## src/rtl/sram_adapter_pkg.sv

```systemverilog
// Shared types and default sizing for the SRAM request/response adapter.
// Request/response structs are sized for the default widths.
package sram_adapter_pkg;

    typedef enum logic {
        READ  = 1'b0,
        WRITE = 1'b1
    } req_type_e;

    localparam int unsigned DEFAULT_ADDR_NBITS = 10;
    localparam int unsigned DEFAULT_DATA_NBITS = 32;
    localparam int unsigned DEFAULT_RESP_DEPTH = 2;

    typedef struct packed {
        req_type_e                     rtype;
        logic [DEFAULT_ADDR_NBITS-1:0] addr;
        logic [DEFAULT_DATA_NBITS-1:0] data;
    } req_t;

    typedef struct packed {
        req_type_e                     rtype;
        logic [DEFAULT_DATA_NBITS-1:0] data;
    } resp_t;

    // Access issued last cycle whose SRAM result is due this cycle.
    typedef struct packed {
        logic      valid;
        req_type_e rtype;
    } pending_t;

endpackage

```

## src/rtl/sram_resp_queue.sv

```systemverilog
// Small circular FIFO holding responses that could not be delivered at once.
// Pointers wrap modulo DEPTH, so DEPTH need not be a power of two.
module sram_resp_queue #(
    parameter int unsigned DEPTH = 2,
    parameter int unsigned WIDTH = 33
) (
    input  logic                       clk,
    input  logic                       reset,
    input  logic                       enq_val,
    output logic                       enq_rdy,
    input  logic [WIDTH-1:0]           enq_data,
    output logic                       deq_val,
    input  logic                       deq_rdy,
    output logic [WIDTH-1:0]           deq_data,
    output logic [$clog2(DEPTH+1)-1:0] count
);

    localparam int unsigned PTR_NBITS = $clog2(DEPTH);
    localparam int unsigned CNT_NBITS = $clog2(DEPTH + 1);

    logic [WIDTH-1:0]     mem [DEPTH];
    logic [PTR_NBITS-1:0] wr_ptr_q, wr_ptr_d;
    logic [PTR_NBITS-1:0] rd_ptr_q, rd_ptr_d;
    logic [CNT_NBITS-1:0] count_q, count_d;
    logic                 enq_fire, deq_fire;

    function automatic logic [PTR_NBITS-1:0] ptr_inc(input logic [PTR_NBITS-1:0] p);
        return (p == PTR_NBITS'(DEPTH - 1)) ? '0 : p + PTR_NBITS'(1);
    endfunction

    assign enq_rdy  = count_q < CNT_NBITS'(DEPTH);
    assign deq_val  = count_q != '0;
    assign deq_data = mem[rd_ptr_q];
    assign count    = count_q;
    assign enq_fire = enq_val & enq_rdy;
    assign deq_fire = deq_val & deq_rdy;

    always_comb begin
        wr_ptr_d = enq_fire ? ptr_inc(wr_ptr_q) : wr_ptr_q;
        rd_ptr_d = deq_fire ? ptr_inc(rd_ptr_q) : rd_ptr_q;
        count_d  = count_q;
        if (enq_fire && !deq_fire) begin
            count_d = count_q + CNT_NBITS'(1);
        end else if (!enq_fire && deq_fire) begin
            count_d = count_q - CNT_NBITS'(1);
        end
    end

    always_ff @(posedge clk or negedge reset) begin
        if (!reset) begin
            wr_ptr_q <= '0;
            rd_ptr_q <= '0;
            count_q  <= '0;
        end else begin
            wr_ptr_q <= wr_ptr_d;
            rd_ptr_q <= rd_ptr_d;
            count_q  <= count_d;
        end
    end

    always_ff @(posedge clk) begin
        if (enq_fire) begin
            mem[wr_ptr_q] <= enq_data;
        end
    end

endmodule

```

## src/rtl/sram_req_adapter.sv

```systemverilog
// Val/rdy request port to single-port SRAM pins, with ordered responses for
// both reads and writes and a bypass path that gives 1-cycle read latency.
module sram_req_adapter
    import sram_adapter_pkg::*;
#(
    parameter int unsigned ADDR_NBITS = DEFAULT_ADDR_NBITS,
    parameter int unsigned DATA_NBITS = DEFAULT_DATA_NBITS,
    parameter int unsigned RESP_DEPTH = DEFAULT_RESP_DEPTH
) (
    input  logic                  clk,
    input  logic                  reset,
    input  logic                  req_val,
    output logic                  req_rdy,
    input  logic                  req_type,
    input  logic [ADDR_NBITS-1:0] req_addr,
    input  logic [DATA_NBITS-1:0] req_data,
    output logic                  resp_val,
    input  logic                  resp_rdy,
    output logic                  resp_type,
    output logic [DATA_NBITS-1:0] resp_data,
    output logic [ADDR_NBITS-1:0] A1,
    output logic                  CE1,
    output logic                  CSB1,
    output logic                  WEB1,
    output logic                  OEB1,
    output logic [DATA_NBITS-1:0] I1,
    input  logic [DATA_NBITS-1:0] O1
);

    localparam int unsigned CNT_NBITS  = $clog2(RESP_DEPTH + 1);
    localparam int unsigned RESP_NBITS = DATA_NBITS + 1;

    pending_t              pend_q, pend_d;
    logic                  fire;
    logic [CNT_NBITS-1:0]  q_count;
    logic [CNT_NBITS:0]    occupancy;
    logic [DATA_NBITS-1:0] pend_data;
    logic [RESP_NBITS-1:0] pend_resp, q_head, resp_sel;
    logic                  q_enq_val, q_deq_val, q_deq_rdy, resp_val_raw;
    // Room is reserved by req_rdy before an access issues, so enq never stalls.
    logic                  unused_enq_rdy;

    // Registers only: keeps resp_rdy out of the req_rdy cone.
    assign occupancy = {1'b0, q_count} + {{CNT_NBITS{1'b0}}, pend_q.valid};
    assign req_rdy   = reset & (occupancy < (CNT_NBITS + 1)'(RESP_DEPTH));
    assign fire      = req_val & req_rdy;

    assign CE1  = 1'b1;
    assign CSB1 = ~fire;
    assign WEB1 = fire ? ~req_type : 1'b1;
    assign A1   = fire ? req_addr : '0;
    assign I1   = fire ? req_data : '0;
    assign OEB1 = ~(reset & pend_q.valid & (pend_q.rtype == READ));

    assign pend_d.valid = fire;
    assign pend_d.rtype = req_type_e'(req_type);

    always_ff @(posedge clk or negedge reset) begin
        if (!reset) begin
            pend_q <= '{valid: 1'b0, rtype: READ};
        end else begin
            pend_q <= pend_d;
        end
    end

    assign pend_data = (pend_q.rtype == WRITE) ? '0 : O1;
    assign pend_resp = {pend_q.rtype, pend_data};

    always_comb begin
        resp_sel     = pend_resp;
        resp_val_raw = pend_q.valid;
        q_deq_rdy    = 1'b0;
        q_enq_val    = pend_q.valid & ~resp_rdy;
        // Queued responses are older than the pending one and must go first.
        if (q_deq_val) begin
            resp_sel     = q_head;
            resp_val_raw = 1'b1;
            q_deq_rdy    = resp_rdy;
            q_enq_val    = pend_q.valid;
        end
    end

    assign resp_val  = reset & resp_val_raw;
    assign resp_type = resp_sel[DATA_NBITS];
    assign resp_data = resp_sel[DATA_NBITS-1:0];

    sram_resp_queue #(
        .DEPTH (RESP_DEPTH),
        .WIDTH (RESP_NBITS)
    ) u_resp_queue (
        .clk      (clk),
        .reset    (reset),
        .enq_val  (q_enq_val),
        .enq_rdy  (unused_enq_rdy),
        .enq_data (pend_resp),
        .deq_val  (q_deq_val),
        .deq_rdy  (q_deq_rdy),
        .deq_data (q_head),
        .count    (q_count)
    );

endmodule

```

## config.mk

```make
export PLATFORM = sky130hd
export DESIGN_NAME = sram_req_adapter
export DESIGN_NICKNAME = d
export VERILOG_FILES = /design/src/rtl/sram_adapter_pkg.sv /design/src/rtl/sram_resp_queue.sv /design/src/rtl/sram_req_adapter.sv
export SDC_FILE = /design/constraint.sdc
export NUM_CORES = 1
export LEC_CHECK = 0
export CORE_MARGIN = 2
export CORE_UTILIZATION = 42
export CTS_CLUSTER_SIZE = 20
export DETAILED_ROUTE_END_ITERATION = 6
export PLACE_DENSITY_LB_ADDON = 0.3
export SYNTH_ARGS = -nofsm -noshare
export SYNTH_HDL_FRONTEND = slang
export SYNTH_SLANG_ARGS = --single-unit
```

## constraint.sdc

```tcl
create_clock -name clk -period 2.8 [get_ports clk]
set_input_delay 0.56 -clock clk [delete_from_list [all_inputs] [get_ports clk]]
set_output_delay 0.56 -clock clk [all_outputs]
set_load 0.01 [all_outputs]
```

# == Word level (Yosys, flattened, before mapping) ==
# Memories as Yosys holds them, arrays and structs flattened.
# Index checks and enable logic that the tools add are counted.
# op_classes
n_lt_le_gt_ge,2
n_addsub,5
muxes,14
bitwise,13
n_reduce_logical,6
# op_table
op,count
32-bit two-way mux,2
33-bit two-way mux,1
10-bit two-way mux,1
1-bit AND,8
1-bit two-way mux,8
1-bit NOT,5
2-bit two-way mux,2
2-bit nonzero test,2
2-bit by 1-bit adder with 3-bit output,1
"3-bit by 2-bit < comparator with 1-bit output, second input constant",1
"1-bit adder, second input constant",2
"2-bit by 1-bit adder with 2-bit output, second input constant",1
1-bit logical AND,2
1-bit zero test,2
"2-bit < comparator, second input constant",1
"2-bit by 1-bit subtractor with 2-bit output, second input constant",1
# word_totals
word_cells,46
regBits,6
mem_count,1
ram_bits,66
output_inout_bits,81
# mem_list
name,depth,word_bits,rd,rd_ports_with_merged_regs,wr,line_no,source
u_resp_queue.mem,2,33,1,0,1,sram_resp_queue.sv:21,logic [WIDTH-1:0] mem [DEPTH];

# == Logic depth before layout (Yosys ltp) ==
# Gate-level depths: netlist of the first run.
# depth
ltp_word,8
mapped_depth,8
mapped_depth_nobuf,7

# == By module ==
# From an unflattened synthesis of the first run, not the netlist that was laid out.
# unflattened
cells_unflattened,306
hier_area_um2,3940.0
# by_module_without_submodules
mod,seq_area_each_um2,n_inst,area_each_um2,cells_each
sram_resp_queue,2082.0,1,2726.4,120
sram_req_adapter,50.0,1,1213.7,186

# == Worst setup path after synthesis of the first run ==
# No wires, ideal clock.
# synth_timing
path_kind,in2reg
startpoint,input port resp_rdy
endpoint,memory u_resp_queue.mem[0][0] (enable)
setup_slack_ps,218
cell_stages,3
t_required_ps,2377
t_arrival_ps,2159
n_path_buf,0
path_cell_list,nand2b_1 -> nand3b_1 -> nor2_1
# synth_between
elab_chain_cells,6
# synth_lines
element,line_no,source
"start, declared",sram_req_adapter.sv:18,"input logic resp_rdy,"
1-bit NOT,sram_req_adapter.sv:73,q_enq_val = pend_q.valid & ~resp_rdy;
1-bit AND,sram_req_adapter.sv:73,
1-bit two-way mux,sram_req_adapter.sv:75,if (q_deq_val) begin
1-bit AND,sram_resp_queue.sv:35,assign enq_fire = enq_val & enq_rdy;
1-bit two-way mux,sram_resp_queue.sv:62,if (enq_fire) begin
1-bit two-way mux (not written as such),sram_resp_queue.sv:63,mem[wr_ptr_q] <= enq_data;
"end, declared",sram_resp_queue.sv:21,
# Every way passes these cells.

# == Final worst setup path of the first run ==
# layout_timing
startpoint,input port req_val
endpoint,output port I1[9]
# layout_between
elab_chain_cells,2
# layout_lines
element,line_no,source
"start, declared",sram_req_adapter.sv:12,"input logic req_val,"
1-bit AND,sram_req_adapter.sv:46,assign fire = req_val & req_rdy;
32-bit two-way mux,sram_req_adapter.sv:52,assign I1 = fire ? req_data : '0;
"end, declared",sram_req_adapter.sv:26,"output logic [DATA_NBITS-1:0] I1,"
# Every way passes these cells.

==> flow_summary.ini, run 1 <==
[layout]
drive_gt1_share_pct = 12.83
mostFrequentLayoutCells = clkdlybuf4s50_1, edfxtp_1, and2_1, nor2_1
nNetsFinal = 535
final_common_cell = clkdlybuf4s50_1
area_growth_pct = 54.51
diodes = 0
fin_cells = 565

[grt]
antenna_found_initial = 0
grt_pass1_wl_um = 12650
grt_pass1_vias = 2692
grt_overflow = 0
grt_start_max_net_pins = 38
track_usage_pct = 18.90

[setup_path]
cp-start-kind = input pin
critPathKind = input pin to output port
critPathMaxFanout = 22
critPathArrivalTime_ns = 2.14
reg2reg_from = u_resp_queue.count[0]
cp-startpoint = req_val
crit_required_ns = 2.24
crit_path_end_kind = output port

[clock_tree]
clock_latency_ns = 0.34
root_buffer = clkbuf_8
h-tree-depth = 3
cts_sinks = 72
clockBufferDepth = 2
clk_pin_slew_worst_paths_ns = 0.07
tritoncts = yes
cts_buffers = 9
cts_hold_buf = 0

[power_and_ir_drop]
internal-power_mw = 2.961
pwr-share-seq_pct = 33.7
clkPwrFrac_pct = 22.2
p_sw_mw = 1.381
power_switching_share_pct = 31.81
power_leakage_nw = 2.223
ir_drop_mv = 0.3805
p_comb_share_pct = 44.2
powerDensity_mw_per_mm2 = 807.6

[floorplanning]
die_w_um = 95.02
core_area_mm2 = 0.008134
start_util_pct = 42.78
dieArea_mm2 = 0.009029
die_h_um = 95.02
io_pins = 160
row_count = 33

[logic_synthesis]
syn-num-nets = 369
synth_warnings = 0
synth_area_mm2 = 0.003480
async_flop_share_pct = 8.333
synth_cell_type_count = 22
synthCells = 289
yosysSeqAreaShare_pct = 61.27
synth_edf_count = 66
synth_flop_cell = edfxtp_1
syn_area_per_cell_um2 = 12.04
ys_seq_elements = 72

[min_path]
hold_class = input pin to asynchronous set/reset pin

[routing]
vias = 2692
dr.first_iter.drc_count = 86
antenna_left = 0
vias_per_cell = 4.765
wirelength_um = 8491
drt-pass1-iter-count = 4
drc = 0
routedWlPerCell_um = 15.03

[timing]
finalHoldViolCount = 0
rsz0062_at_grt = false
relSlewSlack_pct = 58.16
drv_slew = 0
finalSetupViolCount = 0
worstMarginPinSlew_ns = 0.6276
setup_tns_ns = 0
fin_skew_ns = 0.005197
layout_worst_path_cycle_share_pct = 96.60
timing.fmax_ghz = 0.3697
min_period_ns = 2.705

[flow_run]
maxCapViolations = 0

[placement]
port_buffers = 158
place.gp.congestion = 0.7550
dp.final_hpwl_um = 5903
post-place-cells = 544

[status]
status = finished, final reports clean
-- kinds of logic after synthesis --
group / Yosys count / synth area share, %
DFF: 72 / 61.27
muxes: 33 / 9.493
and+or+nand+nor: 118 / 18.48
buffers and inverters: 24 / 3.272
AOI/OAI and AO/OA: 35 / 5.754
adders and majority gates: 1 / 0.3595
other: 1 / 0.1078
xor gates and xnor gates: 5 / 1.259
-- power groups by stage --
stage | clock network (mW) | logic, mW | registers, mW
finish | 0.962 | 1.92 | 1.46
global route | 1.02 | 2.08 | 1.48
CTS | 0.979 | 1.94 | 1.46
detailed placement | 0 | 1.95 | 1.48
global placement | 0 | 1.93 | 1.48
floorplan | 0 | 1.06 | 1.34
-- worst paths after layout --
path / depth (start not counted) / to / slack, ns
worst min register to register: 1 / u_resp_queue.wr_ptr_q / 0.55
max in group asynchronous: 2 / u_resp_queue.rd_ptr_q / 2.12
worst max register to register: 7 / u_resp_queue.count[1] / 1.00
worst max-delay path: 8 / I1[9] / 0.1
worst min-delay path: 2 / u_resp_queue.rd_ptr_q / 0.54
min in group clk: 1 / u_resp_queue.wr_ptr_q / 0.55
-- critical path, stage by stage --
cell and delay (ns):
clkdlybuf4s50_1 0.45, inv_1 0.06, a2111oi_4 0.36, buf_4 0.19, buf_4 0.13, buf_12 0.13
and2_1 0.13, buf_2 0.13
-- registers in the layout (all words and copies together) (netlist names) --
signal and cells:
u_resp_queue.wr_ptr_q 1, u_resp_queue.mem 66, u_resp_queue.count 2, pend_q 2, u_resp_queue.rd_ptr_q 1
-- metrics by stage --
stage	instance area [um^2]	util [%]	hold WS [ns]	total power [mW]	setup WS, ns
3_3_place_gp	5206	64.01	0.5272	3.410	-0.2024
2_1_floorplan	3480	-	0.2644	2.402	0.2177
3_5_place_dp	5206	64.01	0.5400	3.429	-0.2469
6_report	5376	66.10	0.5437	4.342	0.09532
4_1_cts	5373	66.05	0.5390	4.384	0.04270
5_1_grt	5376	66.10	0.5383	4.577	0.000005551
-- synthesized netlist by cell type, types with 2 or more instances --
cell type / n / area [um^2]
and2_1: 43 / 269.0
a21oi_1: 33 / 165.2
clkbuf_1: 5 / 18.77
nand2_1: 2 / 7.510
nor2_1: 37 / 138.9
xnor2_1: 3 / 26.28
edfxtp_1: 66 / 1982
inv_1: 4 / 15.01
dfrtp_1: 6 / 150.1
buf_2: 10 / 50.05
nand3b_1: 2 / 15.01
clkbuf_2: 3 / 15.01
mux2i_1: 33 / 330.3
nor2b_1: 32 / 200.2
xor2_1: 2 / 17.52
buf_4: 2 / 15.01
-- per-layer routing --
| metal | wire length, um | vias to the layer above | part of all wire [%] | track usage, % |
|---|---|---|---|---|
| met2 | 4547 | 107 | 54 | 35.70 |
| met5 | 0 | - | 0 | 0 |
| li1 | - | 1323 | - | - |
| met1 | 3249 | 1252 | 38 | 19.84 |
| met4 | 102 | 0 | 1.2 | 7.005 |
| met3 | 593 | 10 | 7.0 | 5.296 |
-- layout make-up --
type / instances / area [um^2]
Fill cell: 650 / 2758
Timing Repair Buffer: 175 / 1617
Clock buffer: 10 / 127.6
Tap cell: 105 / 131.4
Sequential cell: 72 / 2136
Multi-Input combinational cell: 193 / 1242
Clock inverter: 6 / 107.6
Inverter: 4 / 15.01
-- timing repair --
item	CTS	global route
cloned	3	0
gates resized for setup	113	1
setup buffers	2	0
hold endpoints to repair	0	0
endpoints found under the setup margin	77	7
pin swaps	1	0
No activity file was read; power rests on OpenSTA's default activity.
==> inputs of run 2 (changes only) <==
--- a/config.mk
+++ b/config.mk
@@ -8,3 +8,3 @@
 export CORE_MARGIN = 2
-export CORE_UTILIZATION = 42
+export CORE_UTILIZATION = 38
 export CTS_CLUSTER_SIZE = 20
==> constraint.sdc (replaced) <==
create_clock -name clk -period 2.2 [get_ports clk]
set_input_delay 0.44 -clock clk [delete_from_list [all_inputs] [get_ports clk]]
set_output_delay 0.44 -clock clk [all_outputs]
set_load 0.1 [all_outputs]
==> flow_summary.ini, run 2 (synthesized netlist as in run 1, its figures left out) <==
[layout]
diodes = 0
largest_reg_flops = 66
area_growth_pct = 110.4
final_common_cell = buf_12
nNetsFinal = 547
regMostFlops = u_resp_queue.mem
drive_gt1_share_pct = 56.48
final_area_mm2 = 0.007321
mostFrequentLayoutCells = buf_12, clkdlybuf4s50_1, edfxtp_1, mux2i_1, a21oi_4

[timing]
drv_slew = 0
finalHoldViolCount = 0
layout_worst_path_cycle_share_pct = 104.8
fin_skew_ns = 0.008315
rsz0062_at_grt = true
fin_ws_ns = -0.1052
min_period_ns = 2.305
timing.fmax_ghz = 0.4338
finalSetupViolCount = 43

[min_path]
hold_class = input pin to asynchronous set/reset pin

[grt]
grt_overflow = 0
grt_start_max_net_pins = 35
grt_pass1_vias = 3268
antenna_found_initial = 0
track_usage_pct = 22.13
grt_pass1_wl_um = 16520

[floorplanning]
dieArea_mm2 = 0.009938
die_w_um = 99.69
die_h_um = 99.69
io_pins = 160
core_area_mm2 = 0.008806
row_count = 34
start_util_pct = 39.51

[clock_tree]
clock_latency_ns = 0.33
cts_sinks = 72
h-tree-depth = 3
cts_hold_buf = 0
tritoncts = yes
cts_buffers = 9
root_buffer = clkbuf_8
clk_pin_slew_worst_paths_ns = 0.07
clockBufferDepth = 2

[setup_path]
critPathSlowestCell = dfrtp_2
cpPeakStageDelay_ns = 0.44
crit_path_end_kind = output port
cp_cell_sequence = a2111oi_4 -> buf_6 -> buf_16 -> and2_2 -> buf_12
path_depth = 5
path_buf_inv = 3
reg2reg_from = u_resp_queue.count[1]
r2r-end = u_resp_queue.count[1]
rr_worst_depth = 7
r2r_setup_slack_ns = 0.36
cp-start-kind = flip-flop
critPathArrivalTime_ns = 1.87
critPathKind = flip-flop to output port
crit_required_ns = 1.76
critPathMaxFanout = 11
critPathTopFamily = buffers and inverters

[placement]
dpl_worst_slack_ns = -0.2617
port_buffers = 158
dp.final_hpwl_um = 6904
place.gp.congestion = 0.7489
placed_cell_area_mm2 = 0.006506

[routing]
vias_per_cell = 5.073
drc = 0
antenna_left = 0
dr.first_iter.drc_count = 72
wirelength_um = 11320
routedWlPerCell_um = 19.55
vias = 2937
drt-pass1-iter-count = 4

[flow_run]
maxCapViolations = 0

[status]
status = finished with violations
violations = negative setup slack
run 2: changes by cell type in the layout (fill, tap and decap cells not counted), moves of 33 or more:
cell and change:
and2_1 -42, buf_12 +84, clkdlybuf4s50_1 -38, a21oi_1 -33, a21oi_4 +33, nor2_1 -35
run 2: how the worst max path moves through the flow:
stage	from	to	slack [ns]
global route	u_resp_queue.count[0]	I1[27]	-0.17
CTS	pend_q[1]	I1[28]	-0.13
floorplan	reset	req_rdy	-0.07
finish	u_resp_queue.count[0]	I1[0]	-0.11
global placement	reset	A1[2]	-0.21
detailed placement	reset	A1[0]	-0.26
run 2: timing repair:
action / 4_1_cts / 5_1_grt
cloned: 6 / 5
gates resized for setup: 73 / 47
endpoints found under the setup margin: 76 / 73
setup buffers: 9 / 0
pin swaps: 21 / 6
run 2: layer usage:
layer / track usage (%) / part of all wire, % / vias up
li1: - / - / 1358
met1: 22.11 / 36 / 1423
met2: 42.88 / 56 / 132
met3: 5.341 / 5.5 / 24
met4: 9.800 / 3.2 / 0
met5: 0 / 0 / -
run 2: per-stage QoR:
stage	std cells	utilization [%]	TNS, ns	hold WS (ns)
after floorplan	289	-	-0.2520	0.1444
after detailed placement	547	73.88	-9.593	0.5599
after global routing	579	83.13	-6.518	0.1673
after CTS	577	81.12	-4.286	0.1617
after global placement	547	73.88	-8.347	0.5279
final	579	83.13	-3.002	0.1711
run 2: final cells by class:
type / count / area (um^2)
Tap cell: 108 / 135.1
Fill cell: 415 / 1485
Timing Repair Buffer: 187 / 2853
Inverter: 4 / 15.01
Clock buffer: 9 / 123.9
Clock inverter: 6 / 132.6
Multi-Input combinational cell: 193 / 1923
Sequential cell: 72 / 2138
Power of run 2 is not shown: default switching activity piles up to over one toggle a cycle in this logic, so the estimate is an artifact.
==> inputs of run 3 (changes only) <==
- SLEW_MARGIN: default -> 40
==> results of run 3 <==
Same layout as run 2: the final DEF is identical, and so are final timing and power.
Power of run 3 is left out for the same reason.
